### src/rtl/opt_enc_pkg.sv
// opt_enc_pkg: shared constants for the one-time-pad byte encryptor.
//   DEPTH      - number of stored pad bytes (power of two)
//   SEED/TAPS  - LFSR reset state and Fibonacci feedback taps
//   *_BIT      - bit positions inside uio_in / uio_out
//   UIO_OE     - constant output-enable pattern for the bidirectional pins
package opt_enc_pkg;
   localparam int DEPTH = 8;
   localparam int PTR_W = $clog2(DEPTH);
   localparam int CNT_W = PTR_W + 1;

   localparam logic [7:0] SEED = 8'hA5;
   localparam logic [7:0] TAPS = 8'hB8;   // x^8+x^6+x^5+x^4+1

   localparam int MODE_BIT      = 7;
   localparam int VALID_BIT     = 1;
   localparam int OUT_VALID_BIT = 6;
   localparam int ERROR_BIT     = 5;
   localparam int FULL_BIT      = 4;

   localparam logic [7:0] UIO_OE = 8'b0111_0000;

   typedef enum logic {
      MODE_ENC = 1'b0,
      MODE_DEC = 1'b1
   } mode_e;

   // One Fibonacci step: shift left, feedback is parity of tapped bits.
   function automatic logic [7:0] lfsr_next(input logic [7:0] s);
      return {s[6:0], ^(s & TAPS)};
   endfunction
endpackage

### src/rtl/opt_key_regfile.sv
// opt_key_regfile: DEPTH x 8 pad store, one write port, one read port.
//   clk   - clock, rising edge
//   reset - synchronous active-high clear of all entries
//   we/wa/wd - write enable, address, data (written on clk)
//   a1/rd1   - combinational read address / data
module opt_key_regfile
   import opt_enc_pkg::*;
#(
   parameter int N  = DEPTH,
   parameter int AW = $clog2(N)
) (
   input  logic          clk,
   input  logic          reset,
   input  logic          we,
   input  logic [AW-1:0] wa,
   input  logic [7:0]    wd,
   input  logic [AW-1:0] a1,
   output logic [7:0]    rd1
);

   logic [7:0] r_mem [N];

   always_ff @(posedge clk) begin
      if (reset) begin
         for (int i = 0; i < N; i++) r_mem[i] <= 8'h00;
      end else if (we) begin
         r_mem[wa] <= wd;
      end
   end

   assign rd1 = r_mem[a1];

endmodule

### src/rtl/opt_encryptor.sv
// opt_encryptor: one-time-pad byte encryptor/decryptor behind TT wrapper pins.
//   clk, rst_n - clock and synchronous active-low reset
//   ena        - global enable; 0 freezes all state
//   ui_in      - plaintext (encrypt) or ciphertext (decrypt) byte
//   uio_in     - [7] mode (0 enc / 1 dec), [1] valid
//   uo_out     - registered result byte
//   uio_out    - [6] out_valid, [5] error, [4] full
//   uio_oe     - constant output enables
// Encrypt XORs with a fresh LFSR byte and queues that byte; decrypt XORs
// with the oldest queued byte and pops it.
module opt_encryptor
   import opt_enc_pkg::*;
(
   input  logic       clk,
   input  logic       rst_n,
   input  logic       ena,
   input  logic [7:0] ui_in,
   input  logic [7:0] uio_in,
   output logic [7:0] uo_out,
   output logic [7:0] uio_out,
   output logic [7:0] uio_oe
);

   logic [7:0]       r_lfsr;
   logic [7:0]       r_out;
   logic             r_out_valid;
   logic             r_error;
   logic [PTR_W-1:0] r_wptr;
   logic [PTR_W-1:0] r_rptr;
   logic [CNT_W-1:0] r_count;

   mode_e      w_mode;
   logic       w_req;
   logic       w_enc_ok;
   logic       w_dec_ok;
   logic       w_accept;
   logic       w_reject;
   logic       w_full;
   logic [7:0] w_key;
   logic       w_unused;

   assign w_mode   = mode_e'(uio_in[MODE_BIT]);
   assign w_req    = ena & uio_in[VALID_BIT];
   assign w_full   = (r_count == CNT_W'(DEPTH));
   assign w_enc_ok = w_req && (w_mode == MODE_ENC) && !w_full;
   assign w_dec_ok = w_req && (w_mode == MODE_DEC) && (r_count != '0);
   assign w_accept = w_enc_ok | w_dec_ok;
   assign w_reject = w_req & ~w_accept;
   assign w_unused = ^{uio_in[6:2], uio_in[0]};

   opt_key_regfile #(.N(DEPTH), .AW(PTR_W)) u_keys (
      .clk   (clk),
      .reset (~rst_n),
      .we    (w_enc_ok),
      .wa    (r_wptr),
      .wd    (r_lfsr),
      .a1    (r_rptr),
      .rd1   (w_key)
   );

   always_ff @(posedge clk) begin
      if (!rst_n) begin
         r_lfsr      <= SEED;
         r_out       <= 8'h00;
         r_out_valid <= 1'b0;
         r_error     <= 1'b0;
         r_wptr      <= '0;
         r_rptr      <= '0;
         r_count     <= '0;
      end else begin
         // status flags are single-cycle pulses; they clear on any other cycle
         r_out_valid <= w_accept;
         r_error     <= w_reject;
         if (w_enc_ok) begin
            r_out   <= ui_in ^ r_lfsr;
            r_lfsr  <= lfsr_next(r_lfsr);
            r_wptr  <= r_wptr + 1'b1;
            r_count <= r_count + 1'b1;
         end else if (w_dec_ok) begin
            r_out   <= ui_in ^ w_key;
            r_rptr  <= r_rptr + 1'b1;
            r_count <= r_count - 1'b1;
         end
      end
   end

   always_comb begin
      uio_out                = 8'h00;
      uio_out[OUT_VALID_BIT] = r_out_valid;
      uio_out[ERROR_BIT]     = r_error;
      uio_out[FULL_BIT]      = w_full;
   end

   assign uo_out = r_out;
   assign uio_oe = UIO_OE;

endmodule

### config.mk
export PLATFORM = sky130hd
export DESIGN_NAME = opt_encryptor
export DESIGN_NICKNAME = d
export VERILOG_FILES = /design/src/rtl/opt_enc_pkg.sv /design/src/rtl/opt_key_regfile.sv /design/src/rtl/opt_encryptor.sv
export SDC_FILE = /design/constraint.sdc
export NUM_CORES = 1
export LEC_CHECK = 0
export CORE_MARGIN = 2
export CORE_UTILIZATION = 50
export CTS_BUF_LIST = sky130_fd_sc_hd__clkbuf_2 sky130_fd_sc_hd__clkbuf_4 sky130_fd_sc_hd__clkbuf_8
export DETAILED_ROUTE_END_ITERATION = 16
export PLACE_DENSITY = 0.71
export SLEW_MARGIN = 5
export SYNTH_ARGS = -nofsm -noshare
export SYNTH_HDL_FRONTEND = slang
export SYNTH_SLANG_ARGS = --single-unit
### constraint.sdc
create_clock -name clk -period 5.4 [get_ports clk]
set_input_delay 1.08 -clock clk [delete_from_list [all_inputs] [get_ports clk]]
set_output_delay 1.08 -clock clk [all_outputs]
set_load 0.03 [all_outputs]
# After elaboration in Yosys (flattened, before gate mapping)
# Memories as Yosys holds them, arrays and structs flattened. A register that Yosys moved wholly into a read port is not among the register bits.
# Cells that the tools add are included.
# classes
add_sub_neg	4
eq_ne	1
n_mux	13
bitwise_logic	8
reduce_logical	10
# ops
operator	count
8-bit two-way mux	3
8-bit XOR	2
3-bit two-way mux	3
4-bit two-way mux	2
8-bit OR reduction	1
8-bit parity	1
3-bit by 1-bit adder with 3-bit output, second input constant	2
1-bit two-way mux	5
4-bit by 1-bit adder with 4-bit output, second input constant	1
4-bit equality test, second input constant	1
1-bit logical AND	4
4-bit nonzero test	1
4-bit by 1-bit subtractor with 4-bit output, second input constant	1
1-bit inverter	3
1-bit bitwise AND	2
2-bit AND reduction	1
2-bit nonzero test	1
1-bit logical NOT	1
1-bit bitwise OR	1
# totals
register_bits	28
ram_bits	64
inputBits	19
output_inout_bits	24
word_cells	44
memories	1
# mem_list
memory	words	width	read_ports	rd_clocked_by_memory_dff	wr	line_no	source
u_keys.r_mem	8	8	1	1	8	opt_key_regfile.sv:21	logic [7:0] r_mem [N];

# Longest topological paths before layout
# logic_depth
word_depth	8
mapped_depth	11
mapped_depth_nobuf	9

# By module
# From an unflattened synthesis, not the netlist that was laid out.
# unflattened
cells_unflattened	369
hier_area_um2	4486.8
# modules_own_cells
module	instances	cells_per_inst	area_per_inst_um2	seq_area_each_um2
opt_key_regfile	1	193	2979.1	1921.8
opt_encryptor	1	176	1507.7	560.5

# Worst setup path after synthesis
# OpenSTA, ideal clock, no wires.
# synth_timing
path_kind	input -> register
start	input rst_n
end	memory u_keys.r_mem[1][0], enable pin
setup_ns	0.384
t_arrival_ns	2.578
t_required_ns	5.016
path_slack_ns	2.438
cell_stages	4
path_buffers	1
path_cell_list	clkbuf_1 -> nor3b_2 -> nand2_1 -> o21ai_0
# synth_lines
item	line_no	source
start: declaration	opt_encryptor.sv:15	input logic rst_n,
end: declaration	opt_key_regfile.sv:21	

==> impl_metrics.csv <==
group,metric,value,unit
timing,setup_viol,0,
cts,clockBufferDepth,2,
cts,cts_tree,"yes",
detailed_routing,drt-initial-drc-count,241,
yosys,netlist_top_cells_area,"edfxtp_1 42%, dfxtp_1 13%, and2_1 6.5%",
floorplan,die_y,100,um
timing,layout_worst_path_cycle_share,67.0,%
global_routing,grtUsageTotal,19.7,%
cts,clock-root-buffer,"clkbuf_8",
yosys,synth.most_common_cell,"edfxtp_1",
timing,rsz0062_at_grt,"false",
detailed_routing,wirelength,9.08,mm
cts,htree_levels,3,
yosys,synthDistinctLibCells,47,
pwr,total_power,1.46,mW
yosys,synth_ff_type,"edfxtp_1",
outcome,outcome,"complete, no violations",
critical_path,crit_path_end_kind,"flop",
floorplan,num_io_pins,43,
timing,whs,0.448,ns
timing,hold_viol_final,0,
global_routing,grt_pass1_wl,14.8,mm
cts,cts_setup_buffers,0,
critical_path,crit_fanout,22,
detailed_routing,vias,2721,
placed_design,dpl.hpwl,6.21,mm
pwr,p_leak,1.85,nW
floorplan,start_util,50.6,%
floorplan,dieArea,0.0100,mm2
timing,worstMarginPinSlew,0.889,ns
floorplan,core-area,0.00911,mm2
global_routing,overflow,0,
detailed_routing,firstDrtPassIters,5,
cts,clk_latency,0.36,ns
yosys,synth.avg_cell_area,12.6,um2
layout,fin_util,54.3,%
yosys,yosys_register_bits,95,
timing,skew,0.0110,ns
pwr,power_density,295,mW/mm2
global_routing,grt_pass1_vias,2696,
critical_path,worstSetupPathType,"in -> reg",
yosys,synth-edff-count,64,
yosys,synth_top_area_share,41.7,%
yosys,ys_seq_area_share,55.2,%
placed_design,pre_cts_ws,1.40,ns
cts,cts_resized,0,
timing,min_period,3.62,ns
yosys,yosysTopAreaCell,"edfxtp_1",
layout,antenna_cells,0,
critical_path,worst_ep_arrival_time,3.62,ns
yosys,ys_async_sr_fraction,0,%
critical_path,slowest_delay,0.65,ns
critical_path,required,5.41,ns
layout,finalInstanceArea,0.00495,mm2
layout,drive_gt1_share,11.4,%
global_routing,antenna_found_initial,0,
global_routing,grt_max_degree,27,
placed_design,placedCellCount,481,
cts,clock-sinks,95,
detailed_routing,vias_per_cell,5.47,
yosys,synthTopCellsByCount,"64 x edfxtp_1, 48 x and2_1, 31 x dfxtp_1",
layout,nNetsFinal,405,
placed_design,io_buffers,23,
layout,area_growth,7.39,%
critical_path,start_kind,"input port",
pwr,ir_drop,0.175,mV
detailed_routing,drt.antenna.violating_nets,0,
yosys,ys_warn_count,0,
critical_path,crit_chain,"clkdlybuf4s50_1 -> nand2_1 -> nor3_2 -> buf_4 -> inv_1 -> nor4_2 -> nand2b_1",
cts,clk_pin_slew,0.09,ns
timing,tns,0,ns
run,cap_violations,0,
timing,slew_headroom,40.6,%
yosys,synth_area,0.00461,mm2
timing,max_freq,276,MHz
layout,fill_cells,795,
floorplan,die_width,100,um
cts,numCtsBuffers,9,
detailed_routing,drcViolationCount,0,
critical_path,cpMaxStageDelayCell,"nor4_2",
cts,ctsHoldBuffers,0,
timing,maxSlewViolCount,0,
yosys,syn-instance-count,365,
timing,setup_ws,1.78,ns
placed_design,place_congestion,0.816,
placed_design,placed_cell_area,0.00475,mm2
layout,layout.cells.non_filler,497,
floorplan,num_rows,35,
worst_hold_path,hold_path_class,"reg -> reg",
detailed_routing,routedWlPerCell,18.3,um
==> worst max-delay path: cells and delay by family <==
kind	cells	cell delay (ns)
simple gates	4	1.48
buf+inv	3	1.05
==> where the power goes <==
group,internal (mW),total (mW),switching [mW]
clock,0.232,0.473,0.241
combinational,0.0675,0.159,0.0912
sequential,0.804,0.829,0.0250
total,1.10,1.46,0.357
==> layer usage <==
layer,global-route usage [%],share of wire [%],routed length [um]
met3,4.39,5.1,465
met4,5.58,1.7,153
met2,31.3,49,4440
met1,27.4,44,4020
met5,0,0,0
==> cell type report <==
class                   count  area (um2)  share of cell area, %
flip-flops and latches     95        2540                   51.4
clock buffers              11         145                   2.93
repair buffers             29         275                   5.56
inverters                   4        15.0                  0.303
well taps                 111         139                   2.81
clock inverters             5        56.3                   1.14
multi-input cells         242        1770                   35.9
==> registers in the layout, indices dropped and copies added (netlist names), named ones only <==
register and count:
r_rptr 3, r_lfsr 8, r_out_valid 1, u_keys.r_mem 64, r_wptr 3, r_error 1
uo_out 8, r_count 4
==> logic make-up (layout without fill, tap and decap cells) <==
| kind of cell | Yosys count | in the layout | share of synthesized area (%) |
|---|---|---|---|
| xor+xnor | 18 | 18 | 3.42 |
| other cells | 2 | 13 | 0.163 |
| buf+inv | 39 | 49 | 7.20 |
| mux | 26 | 26 | 7.98 |
| fa+ha+maj | 5 | 5 | 1.52 |
| simple gates | 139 | 139 | 18.2 |
| flops | 95 | 95 | 55.2 |
| compound gates | 41 | 41 | 6.30 |
==> path summary, 6_finish.rpt <==
check | startpoint | endpoint | slack, ns | cells after the start
setup / recovery | ena | u_keys.r_mem[2][1]$_SDFFCE_PN0P_ | 1.78 | 7
hold / removal | uo_out[5]$_SDFFE_PN0P_ | uo_out[5]$_SDFFE_PN0P_ | 0.45 | 2
setup reg to reg | r_count[0]$_SDFFE_PN0P_ | r_count[3]$_SDFFE_PN0P_ | 2.28 | 10
hold reg to reg | uo_out[5]$_SDFFE_PN0P_ | uo_out[5]$_SDFFE_PN0P_ | 0.45 | 2
==> cells in the final DEF, fill, tap and decap left out, types with 8 or more instances in the layout <==
cell type        instances
nor2_1                  11
and2_1                  48
xor2_1                  13
clkbuf_8                10
and3_1                   8
mux2i_1                 18
nand2_1                 27
dfxtp_1                 31
conb_1                  13
edfxtp_1                64
a22o_1                   8
clkdlybuf4s50_1         23
nor2b_1                  9
Power figures use the tool's default switching activity.
